## src/rtl/guess_sequencer_if.sv

```systemverilog
// Bundle between the guess sequencer and its surroundings:
// player controls, comparator drive and round status.
interface guess_sequencer_if #(
  parameter int TURN_W = 4
);
  logic              load_code;
  logic [11:0]       code_in;
  logic              start;
  logic [11:0]       guess_in;
  logic [2:0]        red_in;
  logic [2:0]        white_in;
  logic              compare_clr_n;
  logic              compareEn;
  logic [1:0]        compare_i;
  logic [2:0]        curr_code;
  logic [11:0]       guess;
  logic              busy;
  logic              result_valid;
  logic [2:0]        red_out;
  logic [2:0]        white_out;
  logic [TURN_W-1:0] turns_used;
  logic              win;
  logic              lose;

  modport master (
    output load_code, code_in, start, guess_in,
    output red_in, white_in,
    input  compare_clr_n, compareEn, compare_i,
    input  curr_code, guess, busy, result_valid,
    input  red_out, white_out, turns_used, win, lose
  );

  modport slave (
    input  load_code, code_in, start, guess_in,
    input  red_in, white_in,
    output compare_clr_n, compareEn, compare_i,
    output curr_code, guess, busy, result_valid,
    output red_out, white_out, turns_used, win, lose
  );
endinterface

```

## src/rtl/guess_sequencer.sv

```systemverilog
// Round controller ahead of the peg comparator: clears it, walks
// the four slots, captures peg counts and tracks win/lose.
module guess_sequencer #(
  parameter int MAX_TURNS = 10,
  parameter int TURN_W    = 4
) (
  input logic              clock,
  input logic              resetn,
  guess_sequencer_if.slave bus
);

  typedef enum logic [2:0] {
    IDLE, CLEAR, COMPARE, SETTLE, REPORT, GAME_OVER
  } state_e;

  state_e            state_q, state_d;
  logic [1:0]        idx_q, idx_d;
  logic [11:0]       code_q, code_d;
  logic              loaded_q, loaded_d;
  logic [11:0]       guess_q, guess_d;
  logic [2:0]        red_q, red_d;
  logic [2:0]        white_q, white_d;
  logic [TURN_W-1:0] turns_q, turns_d;
  logic              win_q, win_d;
  logic              lose_q, lose_d;
  logic              busy_q, busy_d;
  logic              rv_q, rv_d;
  logic              en_q, en_d;
  logic [1:0]        ci_q, ci_d;
  logic [2:0]        cc_q, cc_d;
  logic              clr_n_q, clr_n_d;

  function automatic logic [2:0] slot(
    input logic [11:0] c,
    input logic [1:0]  i
  );
    logic [2:0] s;
    unique case (i)
      2'd0: s = c[2:0];
      2'd1: s = c[5:3];
      2'd2: s = c[8:6];
      2'd3: s = c[11:9];
      default: s = 3'd0;
    endcase
    return s;
  endfunction

  always_comb begin
    state_d  = state_q;
    idx_d    = idx_q;
    code_d   = code_q;
    loaded_d = loaded_q;
    guess_d  = guess_q;
    red_d    = red_q;
    white_d  = white_q;
    turns_d  = turns_q;
    win_d    = win_q;
    lose_d   = lose_q;
    unique case (state_q)
      IDLE, GAME_OVER: begin
        if (bus.load_code) begin
          code_d   = bus.code_in;
          loaded_d = 1'b1;
          turns_d  = '0;
          win_d    = 1'b0;
          lose_d   = 1'b0;
          state_d  = IDLE;
        end else if (state_q == IDLE && bus.start && loaded_q) begin
          guess_d = bus.guess_in;
          idx_d   = 2'd0;
          state_d = CLEAR;
        end
      end
      CLEAR: begin
        idx_d   = 2'd0;
        state_d = COMPARE;
      end
      COMPARE: begin
        if (idx_q == 2'd3) state_d = SETTLE;
        else idx_d = idx_q + 2'd1;
      end
      SETTLE: begin
        red_d   = bus.red_in;
        white_d = bus.white_in;
        state_d = REPORT;
      end
      REPORT: begin
        if (turns_q != TURN_W'(MAX_TURNS))
          turns_d = turns_q + TURN_W'(1);
        if (red_q == 3'd4) begin
          win_d   = 1'b1;
          state_d = GAME_OVER;
        end else if (turns_q + TURN_W'(1) == TURN_W'(MAX_TURNS)) begin
          lose_d  = 1'b1;
          state_d = GAME_OVER;
        end else begin
          state_d = IDLE;
        end
      end
      default: state_d = IDLE;
    endcase
  end

  // Outputs are computed from the next state so they land in registers.
  always_comb begin
    busy_d  = state_d inside {CLEAR, COMPARE, SETTLE, REPORT};
    rv_d    = state_d == REPORT;
    en_d    = state_d == COMPARE;
    ci_d    = en_d ? idx_d : 2'd0;
    cc_d    = en_d ? slot(code_q, idx_d) : 3'd0;
    clr_n_d = state_d != CLEAR;
  end

  always_ff @(posedge clock) begin
    if (!resetn) begin
      state_q  <= IDLE;
      idx_q    <= 2'd0;
      code_q   <= '0;
      loaded_q <= 1'b0;
      guess_q  <= '0;
      red_q    <= '0;
      white_q  <= '0;
      turns_q  <= '0;
      win_q    <= 1'b0;
      lose_q   <= 1'b0;
      busy_q   <= 1'b0;
      rv_q     <= 1'b0;
      en_q     <= 1'b0;
      ci_q     <= 2'd0;
      cc_q     <= 3'd0;
      clr_n_q  <= 1'b1;
    end else begin
      state_q  <= state_d;
      idx_q    <= idx_d;
      code_q   <= code_d;
      loaded_q <= loaded_d;
      guess_q  <= guess_d;
      red_q    <= red_d;
      white_q  <= white_d;
      turns_q  <= turns_d;
      win_q    <= win_d;
      lose_q   <= lose_d;
      busy_q   <= busy_d;
      rv_q     <= rv_d;
      en_q     <= en_d;
      ci_q     <= ci_d;
      cc_q     <= cc_d;
      clr_n_q  <= clr_n_d;
    end
  end

  assign bus.compare_clr_n = clr_n_q;
  assign bus.compareEn     = en_q;
  assign bus.compare_i     = ci_q;
  assign bus.curr_code     = cc_q;
  assign bus.guess         = guess_q;
  assign bus.busy          = busy_q;
  assign bus.result_valid  = rv_q;
  assign bus.red_out       = red_q;
  assign bus.white_out     = white_q;
  assign bus.turns_used    = turns_q;
  assign bus.win           = win_q;
  assign bus.lose          = lose_q;

endmodule
```

## src/flat_wrapper.sv

```systemverilog
// flat-port wrapper written by rule: the top's interface ports become plain ports
module guess_sequencer_flat 
#(
  parameter int MAX_TURNS = 10,
  parameter int TURN_W    = 4
)
  (clock, resetn, bus_load_code, bus_code_in, bus_start, bus_guess_in, bus_red_in, bus_white_in, bus_compare_clr_n, bus_compareEn, bus_compare_i, bus_curr_code, bus_guess, bus_busy, bus_result_valid, bus_red_out, bus_white_out, bus_turns_used, bus_win, bus_lose);
  guess_sequencer_if #(.TURN_W(TURN_W)) bus_i ();
  input logic clock;
  input logic resetn;
  input wire logic [$bits(bus_i.load_code)-1:0] bus_load_code;
  input wire logic [$bits(bus_i.code_in)-1:0] bus_code_in;
  input wire logic [$bits(bus_i.start)-1:0] bus_start;
  input wire logic [$bits(bus_i.guess_in)-1:0] bus_guess_in;
  input wire logic [$bits(bus_i.red_in)-1:0] bus_red_in;
  input wire logic [$bits(bus_i.white_in)-1:0] bus_white_in;
  output wire logic [$bits(bus_i.compare_clr_n)-1:0] bus_compare_clr_n;
  output wire logic [$bits(bus_i.compareEn)-1:0] bus_compareEn;
  output wire logic [$bits(bus_i.compare_i)-1:0] bus_compare_i;
  output wire logic [$bits(bus_i.curr_code)-1:0] bus_curr_code;
  output wire logic [$bits(bus_i.guess)-1:0] bus_guess;
  output wire logic [$bits(bus_i.busy)-1:0] bus_busy;
  output wire logic [$bits(bus_i.result_valid)-1:0] bus_result_valid;
  output wire logic [$bits(bus_i.red_out)-1:0] bus_red_out;
  output wire logic [$bits(bus_i.white_out)-1:0] bus_white_out;
  output wire logic [$bits(bus_i.turns_used)-1:0] bus_turns_used;
  output wire logic [$bits(bus_i.win)-1:0] bus_win;
  output wire logic [$bits(bus_i.lose)-1:0] bus_lose;
  assign bus_i.load_code = bus_load_code;
  assign bus_i.code_in = bus_code_in;
  assign bus_i.start = bus_start;
  assign bus_i.guess_in = bus_guess_in;
  assign bus_i.red_in = bus_red_in;
  assign bus_i.white_in = bus_white_in;
  assign bus_compare_clr_n = bus_i.compare_clr_n;
  assign bus_compareEn = bus_i.compareEn;
  assign bus_compare_i = bus_i.compare_i;
  assign bus_curr_code = bus_i.curr_code;
  assign bus_guess = bus_i.guess;
  assign bus_busy = bus_i.busy;
  assign bus_result_valid = bus_i.result_valid;
  assign bus_red_out = bus_i.red_out;
  assign bus_white_out = bus_i.white_out;
  assign bus_turns_used = bus_i.turns_used;
  assign bus_win = bus_i.win;
  assign bus_lose = bus_i.lose;
  guess_sequencer #(.MAX_TURNS(MAX_TURNS), .TURN_W(TURN_W)) u_core (.clock(clock), .resetn(resetn), .bus(bus_i));
endmodule
```

## config.mk

```make
export PLATFORM = sky130hd
export DESIGN_NAME = guess_sequencer_flat
export DESIGN_NICKNAME = d
export VERILOG_FILES = /design/src/rtl/guess_sequencer_if.sv /design/src/rtl/guess_sequencer.sv /design/src/flat_wrapper.sv
export SDC_FILE = /design/constraint.sdc
export NUM_CORES = 1
export LEC_CHECK = 0
export BUFFER_PORTS_ARGS = -buffer_cell sky130_fd_sc_hd__buf_2
export CORE_ASPECT_RATIO = 0.75
export CORE_MARGIN = 2
export CORE_UTILIZATION = 40
export CTS_BUF_LIST = sky130_fd_sc_hd__clkbuf_4
export CTS_CLUSTER_SIZE = 30
export DETAILED_ROUTE_END_ITERATION = 8
export GPL_TIMING_DRIVEN = 0
export PLACE_DENSITY_LB_ADDON = 0.2
export SYNTH_ARGS = -nofsm -noshare
export SYNTH_HDL_FRONTEND = slang
export SYNTH_SLANG_ARGS = --single-unit
```

## constraint.sdc

```tcl
create_clock -name clock -period 2 [get_ports clock]
set_input_delay 0.4 -clock clock [delete_from_list [all_inputs] [get_ports clock]]
set_output_delay 0.4 -clock clock [all_outputs]
set_load 0.05 [all_outputs]
```

==> impl_metrics.yaml, run 1 <==
placed_design:
  hpwl_um: 3560
  numPortBuffers: 66
  post-place-ws_ps: 288
  gp_routability_congestion: 0.739
cts:
  postCtsSetupBuffers: 0
  cts_root_buf: "clkbuf_4"
  clockBufferDepth: 2
  ctsResizeCount: 0
  worst_skew_pair.late_latency_ps: 380
  numClockSinks: 51
  path_clk_slew_ps: 150
  cts-hold-fix-buffers: 0
  htree_levels: 2
  cts_buffers: 5
  cts_tree: "yes"
critical_path:
  path_buf_inv: 3
  cp-endpoint: "u_core.code_q[8]"
  path_class: "reg2reg"
  critPathTopFamily: "buffers and inverters"
  path_cells: "buf_6 > xor2_1 > nor3b_2 > buf_6 > buf_12 > mux2i_1 > nor2_1"
  crit_path_start_kind: "flip-flop"
  r2r_end: "u_core.code_q[8]"
  cpPeakStageDelay_ps: 370
  slowest_stage: "dfxtp_1"
  crit_path_end_kind: "flip-flop"
  crit_required_ps: 2250
  worstSetupPathDepth: 7
  arrival_ps: 1830
  reg2reg_from: "u_core.state_q[2]"
  worstSetupStartpoint: "u_core.state_q[2]"
  r2r_cells: 7
  crit_top_cell: "buf_6"
  r2r_slack_ps: 420
  path_max_fanout: 10
timing:
  worst_pin_slew_ps: 535
  fmax_mhz: 633
  fin_worst_skew_ps: 15.3
  finalCritPeriodShare_pct: 79.0
  period_minus_slack_ps: 1580
  worst_slack_ps: 420
  hold_viol_final: 0
  slew_headroom_pct: 64.4
  setup_viol: 0
  fin_tns_setup_ps: 0
  report.final.slew_viol_count: 0
  rsz0062_at_grt: "false"
power_and_ir_drop:
  leakage_nw: 1.28
  ir_drop_v: 0.000332
  p_total_mw: 1.85
  power_density_nw_per_um2: 688
route:
  avgViaCountPerCell: 4.72
  drt_pass1_iterations: 4
  wl_per_cell_um: 12.1
  ant_nets: 0
  finalWirelength_um: 4730
  drc_errors: 0
  via_count: 1850
  drt_iter0_markers: 63
synthesis:
  yosysSeqAreaShare_pct: 46.8
  syn_area_per_cell_sq_um: 8.98
  yosys_warnings: 0
  synth_nets: 280
  ys_ff_latch: 51
  synth.distinct_cells: 36
  netlist_area_sq_um: 2180
  syn_inst: 243
outcome:
  status: "complete, no violations"
grt:
  antenna_found_initial: 0
  grt_pass1_wl_um: 7470
  grt_pass1_vias: 1605
  grt_max_degree: 16
  grt_util_all_layers_pct: 16.1
  grt_overflow: 0
worst_hold_path:
  hp-class: "in2reg"
die:
  fp.dieH_um: 68.0
  initial_core_util_pct: 41.2
  coreArea_sq_um: 5300
  rows: 23
  die_area_sq_um: 6070
  ios: 67
  die_w_um: 89.3
final_layout:
  area_growth_pct: 22.9
  drive_above_1_share_pct: 27.4
  num_antenna_cells: 0
  final_nets: 353
flow_run:
  cap_viol_max_count: 0
-- worst min-delay path, stage by stage --
cell     delay, ps
buf_2           70
mux2i_1         50
nor2_1          70
-- area by class of cell --
| type | instances | area (sq um) |
|---|---|---|
| repair buffers | 66 | 330 |
| fillers | 561 | 2610 |
| well taps | 75 | 93.8 |
| clock buffers | 5 | 37.5 |
| flip-flops and latches | 51 | 1020 |
| multi-input cells | 172 | 1040 |
| clock inverters | 3 | 38.8 |
| plain buffers | 13 | 93.8 |
| inverters | 7 | 26.3 |
-- placed cells by master, fill, tap and decap left out, types with 3 or more instances in the layout --
master    count
nand2_1      28
dfxtp_1      51
nand2b_1      5
nor2_1       43
clkbuf_4      5
buf_2        68
inv_1         7
a21oi_1      14
nor3b_1       3
buf_6         3
mux2i_1      25
clkbuf_1      6
o21ai_0       8
a22o_1        4
a41oi_1       4
ha_1          3
nand3_1      10
a31oi_1       3
-- per-layer routing --
| metal | part of all wire, % | global-route usage, % | up-vias |
|---|---|---|---|
| met3 | 7.5 | 5.43 | 5 |
| met4 | 1.1 | 5.60 | 0 |
| li1 | - | - | 971 |
| met5 | 0 | 0 | - |
| met2 | 41 | 22.5 | 56 |
| met1 | 50 | 23.1 | 818 |
-- registers in the layout, summed over array words and instances, names as in the netlist --
signal	cells
u_core.bus.busy	1
u_core.bus.compareEn	1
u_core.bus.compare_clr_n	1
u_core.bus.compare_i	2
u_core.bus.curr_code	3
u_core.bus.guess	12
u_core.bus.lose	1
u_core.bus.red_out	3
u_core.bus.result_valid	1
u_core.bus.turns_used	4
u_core.bus.white_out	3
u_core.bus.win	1
u_core.code_q	12
u_core.idx_q	2
u_core.loaded_q	1
u_core.state_q	3
-- kinds of logic (layout without fill, tap and decap cells) --
| family | after synthesis | after routing | synth area share, % |
|---|---|---|---|
| buffers and inverters | 20 | 94 | 5.50 |
| AO/OA/AOI/OAI | 41 | 41 | 12.0 |
| XOR/XNOR | 1 | 1 | 0.401 |
| flip-flops | 51 | 51 | 46.8 |
| adder cells (fa/ha/maj) | 3 | 3 | 1.72 |
| multiplexers | 25 | 25 | 11.5 |
| AND/OR/NAND/NOR | 102 | 102 | 22.1 |
-- stage by stage --
step           hold slack, ps  utilization (%)  instances  instance area (sq um)
3_3_place_gp              439             49.2        384                   2610
4_1_cts                   234             50.7        392                   2680
3_5_place_dp              454             49.2        384                   2610
6_report                  242             50.7        392                   2680
5_1_grt                   223             50.7        392                   2680
2_1_floorplan             454                -        243                   2180
-- worst min path at each step --
| stage | start | cells after the start | to |
|---|---|---|---|
| 2_1_floorplan | u_core.loaded_q | 2 | u_core.loaded_q |
| 3_3_place_gp | u_core.bus.white_out[0] | 2 | u_core.bus.white_out[0] |
| 3_5_place_dp | u_core.bus.white_out[0] | 2 | u_core.bus.white_out[0] |
| 4_1_cts | bus_guess_in[6] | 3 | u_core.bus.guess[6] |
| 5_1_grt | bus_guess_in[0] | 3 | u_core.bus.guess[0] |
| 6_report | bus_guess_in[6] | 3 | u_core.bus.guess[6] |
-- synthesized netlist by cell type, drive strengths merged --
cell    count  area, sq um
o21ai       9         48.8
and3        2         12.5
a21bo       1         10.0
a31oi       3         18.8
nand4b      1         8.76
nand3b      1         7.51
o21a        2         15.0
clkbuf      6         22.5
nor3b       6         66.3
inv         7         26.3
a22oi       1         7.51
a41oi       4         35.0
nor2       43          161
dfxtp      51         1020
a21oi      14         70.1
xor2        1         8.76
and3b       1         8.76
nand2b      5         31.3
nand2      28          105
a211oi      1         7.51
ha          3         37.5
nor2b       1         6.26
buf         7         71.3
nand3      10         50.1
or2         2         12.5
and2        1         6.26
nand4       1         6.26
mux2i      25          250
a22o        4         35.0
o31ai       2         15.0
-- report_power, final --
part,total [mW],leakage (nW),switching (mW),internal [mW]
registers,1.06,0.414,0.0165,1.05
logic,0.203,0.820,0.118,0.0842
clock network,0.583,0.0426,0.325,0.258
total,1.85,1.28,0.460,1.39
No activity file was read; power rests on OpenSTA's default activity.
==> inputs of run 2 (changes only) <==
==> constraint.sdc (replaced) <==
create_clock -name clock -period 1.65 [get_ports clock]
set_input_delay 0.33 -clock clock [delete_from_list [all_inputs] [get_ports clock]]
set_output_delay 0.33 -clock clock [all_outputs]
set_load 0.05 [all_outputs]
==> run 2 against run 1 <==
Effect of this change: first-iteration DRC count up 84%; routed wire length is 2.3% higher; worst setup slack got worse by 320 ps; clock power is 50% higher; final cell count up 1.0%; non-clock buffer count rose by 4; sequential cell count unchanged; utilization increased by 1.4 points; global-route usage is 0.16 points higher; clock skew is 4.4 ps lower; register-to-register slack worse by 320 ps.
==> impl_metrics.yaml, run 2 (synthesis gave the netlist of run 1 again) <==
power_and_ir_drop:
  ir_drop_v: 0.000434
  seqPwrFrac_pct: 53.1
  combPwrFrac_pct: 10.8
  p_sw_mw: 0.573
  p_sw_share_pct: 23.7
  leakage_nw: 1.30
  power_frac_clock_pct: 36.1
  p_total_mw: 2.42
  intPower_mw: 1.85
  power_density_nw_per_um2: 878
timing:
  fmax_mhz: 643
  rsz0062_at_grt: "false"
  fin_worst_skew_ps: 11.0
  worst_pin_slew_ps: 498
  setup_viol: 0
  fin_tns_setup_ps: 0
  period_minus_slack_ps: 1560
  report.final.slew_viol_count: 0
  finalCritPeriodShare_pct: 94.3
  slew_headroom_pct: 66.8
  hold_viol_final: 0
grt:
  grt_overflow: 0
  grt_use_met3_pct: 4.83
  antenna_found_initial: 0
  use_met1_pct: 23.9
  grt_pass1_wl_um: 7610
  grt_busiest_layer: "met1"
  grt_pass1_vias: 1644
  grt_util_all_layers_pct: 16.3
  grt_max_degree: 17
  grt.met2_usage_pct: 22.8
final_layout:
  most-common-layout-cells: "buf_2 (68), dfxtp_1 (49), nor2_1 (43), nand2_1 (28), mux2i_1 (25)"
  fin_util_pct: 52.1
  final_nets: 357
  area_growth_pct: 26.4
  layout.cells.non_filler: 396
  stdcell_area_sq_um: 2760
  num_antenna_cells: 0
  final_common_cell: "buf_2"
  drive_above_1_share_pct: 29.6
placed_design:
  numPortBuffers: 66
  dp_cells: 384
  placed_area_sq_um: 2610
  gp_routability_congestion: 0.794
  hpwl_um: 3570
cts:
  htree_levels: 2
  cts_root_buf: "clkbuf_4"
  worst_skew_pair.late_latency_ps: 370
  cts_buffers: 5
  path_clk_slew_ps: 160
  cts_tree: "yes"
  numClockSinks: 51
  clockBufferDepth: 2
route:
  drt_iter0_markers: 116
  finalWirelength_um: 4840
  via_count: 1899
  ant_nets: 0
  avgViaCountPerCell: 4.80
  wl_per_cell_um: 12.2
  drc_errors: 0
  drt_pass1_iterations: 4
worst_hold_path:
  hold_start: "bus_guess_in[0]"
  hp-class: "in2reg"
critical_path:
  slowest_stage: "dfxtp_1"
  cpPeakStageDelay_ps: 380
  worstSetupStartpoint: "u_core.state_q[1]"
  path_max_fanout: 10
  crit_path_start_kind: "flip-flop"
  crit_path_end_kind: "flip-flop"
  path_cells: "buf_2 > nor2_1 > nand3_1 > buf_6 > mux2i_1 > nor2_1"
  reg2reg_from: "u_core.state_q[1]"
  crit_required_ps: 1900
  arrival_ps: 1800
  path_class: "reg2reg"
  crit_top_cell: "nor2_1"
die:
  coreArea_sq_um: 5300
  fp.dieH_um: 68.0
  initial_core_util_pct: 41.2
  die_area_sq_um: 6070
  die_w_um: 89.3
  ios: 67
  rows: 23
flow_run:
  cap_viol_max_count: 0
outcome:
  status: "complete, no violations"
## run 2: cell types whose count changed in the layout (fill, tap and decap cells not counted), sizes merged
cell,delta
clkinv,-2
clkinvlp,+1
bufinv,+1
buf,+4
## run 2: layer usage
layer / vias to the layer above / part of all wire, % / routed length, um
li1: 979 / - / -
met1: 863 / 52 / 2500
met2: 52 / 41 / 1970
met3: 5 / 6.6 / 320
met4: 0 / 0.95 / 46
met5: - / 0 / 0
## run 2: layout make-up
cell class	count	area, sq um
Fill cell	555	2540
Multi-Input combinational cell	172	1050
Sequential cell	51	1020
Timing Repair Buffer	70	360
Buffer	13	97.6
Tap cell	75	93.8
Clock inverter	3	67.6
Clock buffer	5	37.5
Inverter	7	26.3
## run 2: per-stage QoR
| stage | hold slack [ps] | setup WS, ps |
|---|---|---|
| after global routing | 163 | 0.531 |
| after floorplan | 418 | 149 |
| final | 181 | 94.9 |
| after CTS | 172 | 35.8 |
| after detailed placement | 445 | 14.5 |
| after global placement | 440 | 32.5 |
## run 2: worst paths after layout
kind / endpoint / slack [ps] / cells past startpoint
worst min register to register: u_core.bus.white_out[1] / 460 / 2
worst max register to register: u_core.bus.guess[5] / 90 / 6
worst min-delay path: u_core.bus.guess[0] / 180 / 3
worst max-delay path: u_core.bus.guess[5] / 90 / 6
## run 2: repair_timing
item	CTS	global route
setup endpoints to repair	0	10
gates resized for setup	0	4
hold buffers	0	0
hold endpoints to repair	0	0
buffers inserted	0	4
## run 2: worst max-delay path, delay by kind of cell (launching register included)
family / cells / cell delay, ps
simple gates: 3 / 510
buf+inv: 2 / 410
flops: 1 / 380
mux: 1 / 150
## run 2: power by group through the flow
stage                     sequential (mW)  combinational [mW]  clock [mW]
final                                1.29               0.261       0.875
after floorplan                      1.35               0.128           0
after CTS                            1.29               0.250       0.889
after detailed placement             1.31               0.249           0
after global placement               1.31               0.246           0
after global routing                 1.29               0.284       0.940
==> inputs of run 3 (changes only) <==
--- a/config.mk
+++ b/config.mk
@@ -6,9 +6,11 @@
 export NUM_CORES = 1
 export LEC_CHECK = 0
 export BUFFER_PORTS_ARGS = -buffer_cell sky130_fd_sc_hd__buf_2
+export CELL_PAD_IN_SITES_DETAIL_PLACEMENT = 1
+export CELL_PAD_IN_SITES_GLOBAL_PLACEMENT = 1
 export CORE_ASPECT_RATIO = 0.75
 export CORE_MARGIN = 2
-export CORE_UTILIZATION = 40
+export CORE_UTILIZATION = 39
 export CTS_BUF_LIST = sky130_fd_sc_hd__clkbuf_4
 export CTS_CLUSTER_SIZE = 30
 export DETAILED_ROUTE_END_ITERATION = 8
==> run 3 against run 2 <==
Effect of this change: clock power fell by 20%; sequential cell count did not move; clock skew fell by 4.0 ps; non-clock buffer count decreased by 2; global-route usage rose by 1.3 points; power is 7.3% lower; register-to-register slack barely moved; critical path depth increased by 1; cell area down 1.3%; clock-buffer cell count is the same.
==> impl_metrics.yaml, run 3 (synthesis gave the netlist of run 1 again) <==
grt:
  grt_overflow: 0
  grt_pass1_wl_um: 8710
  grt_max_degree: 16
  grt_util_all_layers_pct: 17.6
  antenna_found_initial: 0
  grt_pass1_vias: 1804
critical_path:
  r2r_slack_ps: 100
  cp-endpoint: "u_core.code_q[6]"
  worstSetupStartpoint: "u_core.state_q[2]"
  r2r_cells: 7
  crit_required_ps: 1890
  path_max_fanout: 10
  reg2reg_from: "u_core.state_q[2]"
  r2r_end: "u_core.code_q[6]"
  path_class: "reg2reg"
  arrival_ps: 1790
  crit_path_start_kind: "flip-flop"
  crit_path_end_kind: "flip-flop"
die:
  fp.dieH_um: 68.8
  initial_core_util_pct: 40.6
  die_area_sq_um: 6220
  ios: 67
  rows: 23
  die_w_um: 90.4
  coreArea_sq_um: 5380
final_layout:
  most-common-layout-cells: "buf_2 (67), dfxtp_1 (48), nor2_1 (42), nand2_1 (28), mux2i_1 (25)"
  final_common_cell: "buf_2"
  drive_above_1_share_pct: 30.1
  fillers: 680
  num_antenna_cells: 0
  layout.cells.non_filler: 394
  final_nets: 355
  area_growth_pct: 24.8
route:
  drt_pass1_iterations: 4
  drc_errors: 0
  avgViaCountPerCell: 4.94
  drt_iter0_markers: 53
  via_count: 1947
  finalWirelength_um: 5350
  wl_per_cell_um: 13.6
  ant_nets: 0
cts:
  cts_root_buf: "clkbuf_4"
  worst_skew_pair.late_latency_ps: 360
  numClockSinks: 51
  cts_buffers: 5
  clockBufferDepth: 2
  htree_levels: 2
  path_clk_slew_ps: 150
  cts-hold-fix-buffers: 0
  cts_tree: "yes"
timing:
  slew_headroom_pct: 65.9
  fin_worst_skew_ps: 7.00
  fin_tns_setup_ps: 0
  worst_pin_slew_ps: 511
  period_minus_slack_ps: 1550
  fmax_mhz: 645
  whs_ps: 192
  finalCritPeriodShare_pct: 93.9
  hold_viol_final: 0
  setup_viol: 0
  report.final.slew_viol_count: 0
power_and_ir_drop:
  ir_drop_v: 0.000504
  power_density_nw_per_um2: 825
  leakage_nw: 1.29
worst_hold_path:
  hp-class: "in2reg"
outcome:
  status: "complete, no violations"
placed_design:
  dp_cells: 384
  gp_routability_congestion: 0.789
  numPortBuffers: 66
  hpwl_um: 4130
flow_run:
  cap_viol_max_count: 0
[run 3: area by class of cell]
| cell class | instances | area, sq um | share of cell area [%] |
|---|---|---|---|
| buffer | 13 | 97.6 | 3.58 |
| multi-input combinational | 172 | 1060 | 38.9 |
| clock inverter | 3 | 38.8 | 1.42 |
| clock buffer | 5 | 37.5 | 1.38 |
| timing repair buffer | 68 | 345 | 12.7 |
| sequential | 51 | 1020 | 37.6 |
| inverter | 7 | 26.3 | 0.965 |
| tap | 75 | 93.8 | 3.45 |
[run 3: worst min-delay path by stage]
stage               slack (ps)                    start  cells after the start                  endpoint
floorplan                  420                   resetn                      1  u_core.bus.compare_clr_n
global placement           440  u_core.bus.white_out[2]                      2   u_core.bus.white_out[2]
detailed placement         450  u_core.bus.white_out[2]                      2   u_core.bus.white_out[2]
CTS                        180          bus_guess_in[7]                      3       u_core.bus.guess[7]
global route               180          bus_guess_in[1]                      3       u_core.bus.guess[1]
finish                     190          bus_guess_in[1]                      3       u_core.bus.guess[1]
[run 3: what timing repair did]
item,in CTS,in global routing
endpoints found under the hold margin,0,0
endpoints found under the setup margin,0,21
resized for setup,0,8
setup buffers,0,2
[run 3: metal layers]
layer  wire [um]  GRT usage [%]  vias up
met1        2670           23.8      916
met2        2300           28.2       49
met4          31           3.46        0
li1            -              -      978
met5           0              0        -
met3         352           5.76        4
[run 3: power by group]
part | internal (mW) | switching [mW]
Combinational | 0.104 | 0.151
Clock | 0.313 | 0.391
Sequential | 1.27 | 0.0213
Total | 1.68 | 0.563
[run 3: stage by stage]
stage	power (mW)	setup slack, ps	cell area (sq um)	utilization, %
after global placement	1.56	7.91	2610	48.5
after detailed placement	1.57	-39.3	2610	48.5
after global routing	2.35	-3.15	2720	50.6
after floorplan	1.48	149	2190	-
after CTS	2.27	28.0	2690	49.9
final	2.25	100	2720	50.6
[run 3: critical path, cell delays in order, from the launching register on]
cell and delay (ps):
dfxtp_1 370, buf_6 150, xor2_1 170, nor3b_2 180
buf_6 170, buf_12 150, mux2i_1 190, nor2_1 60
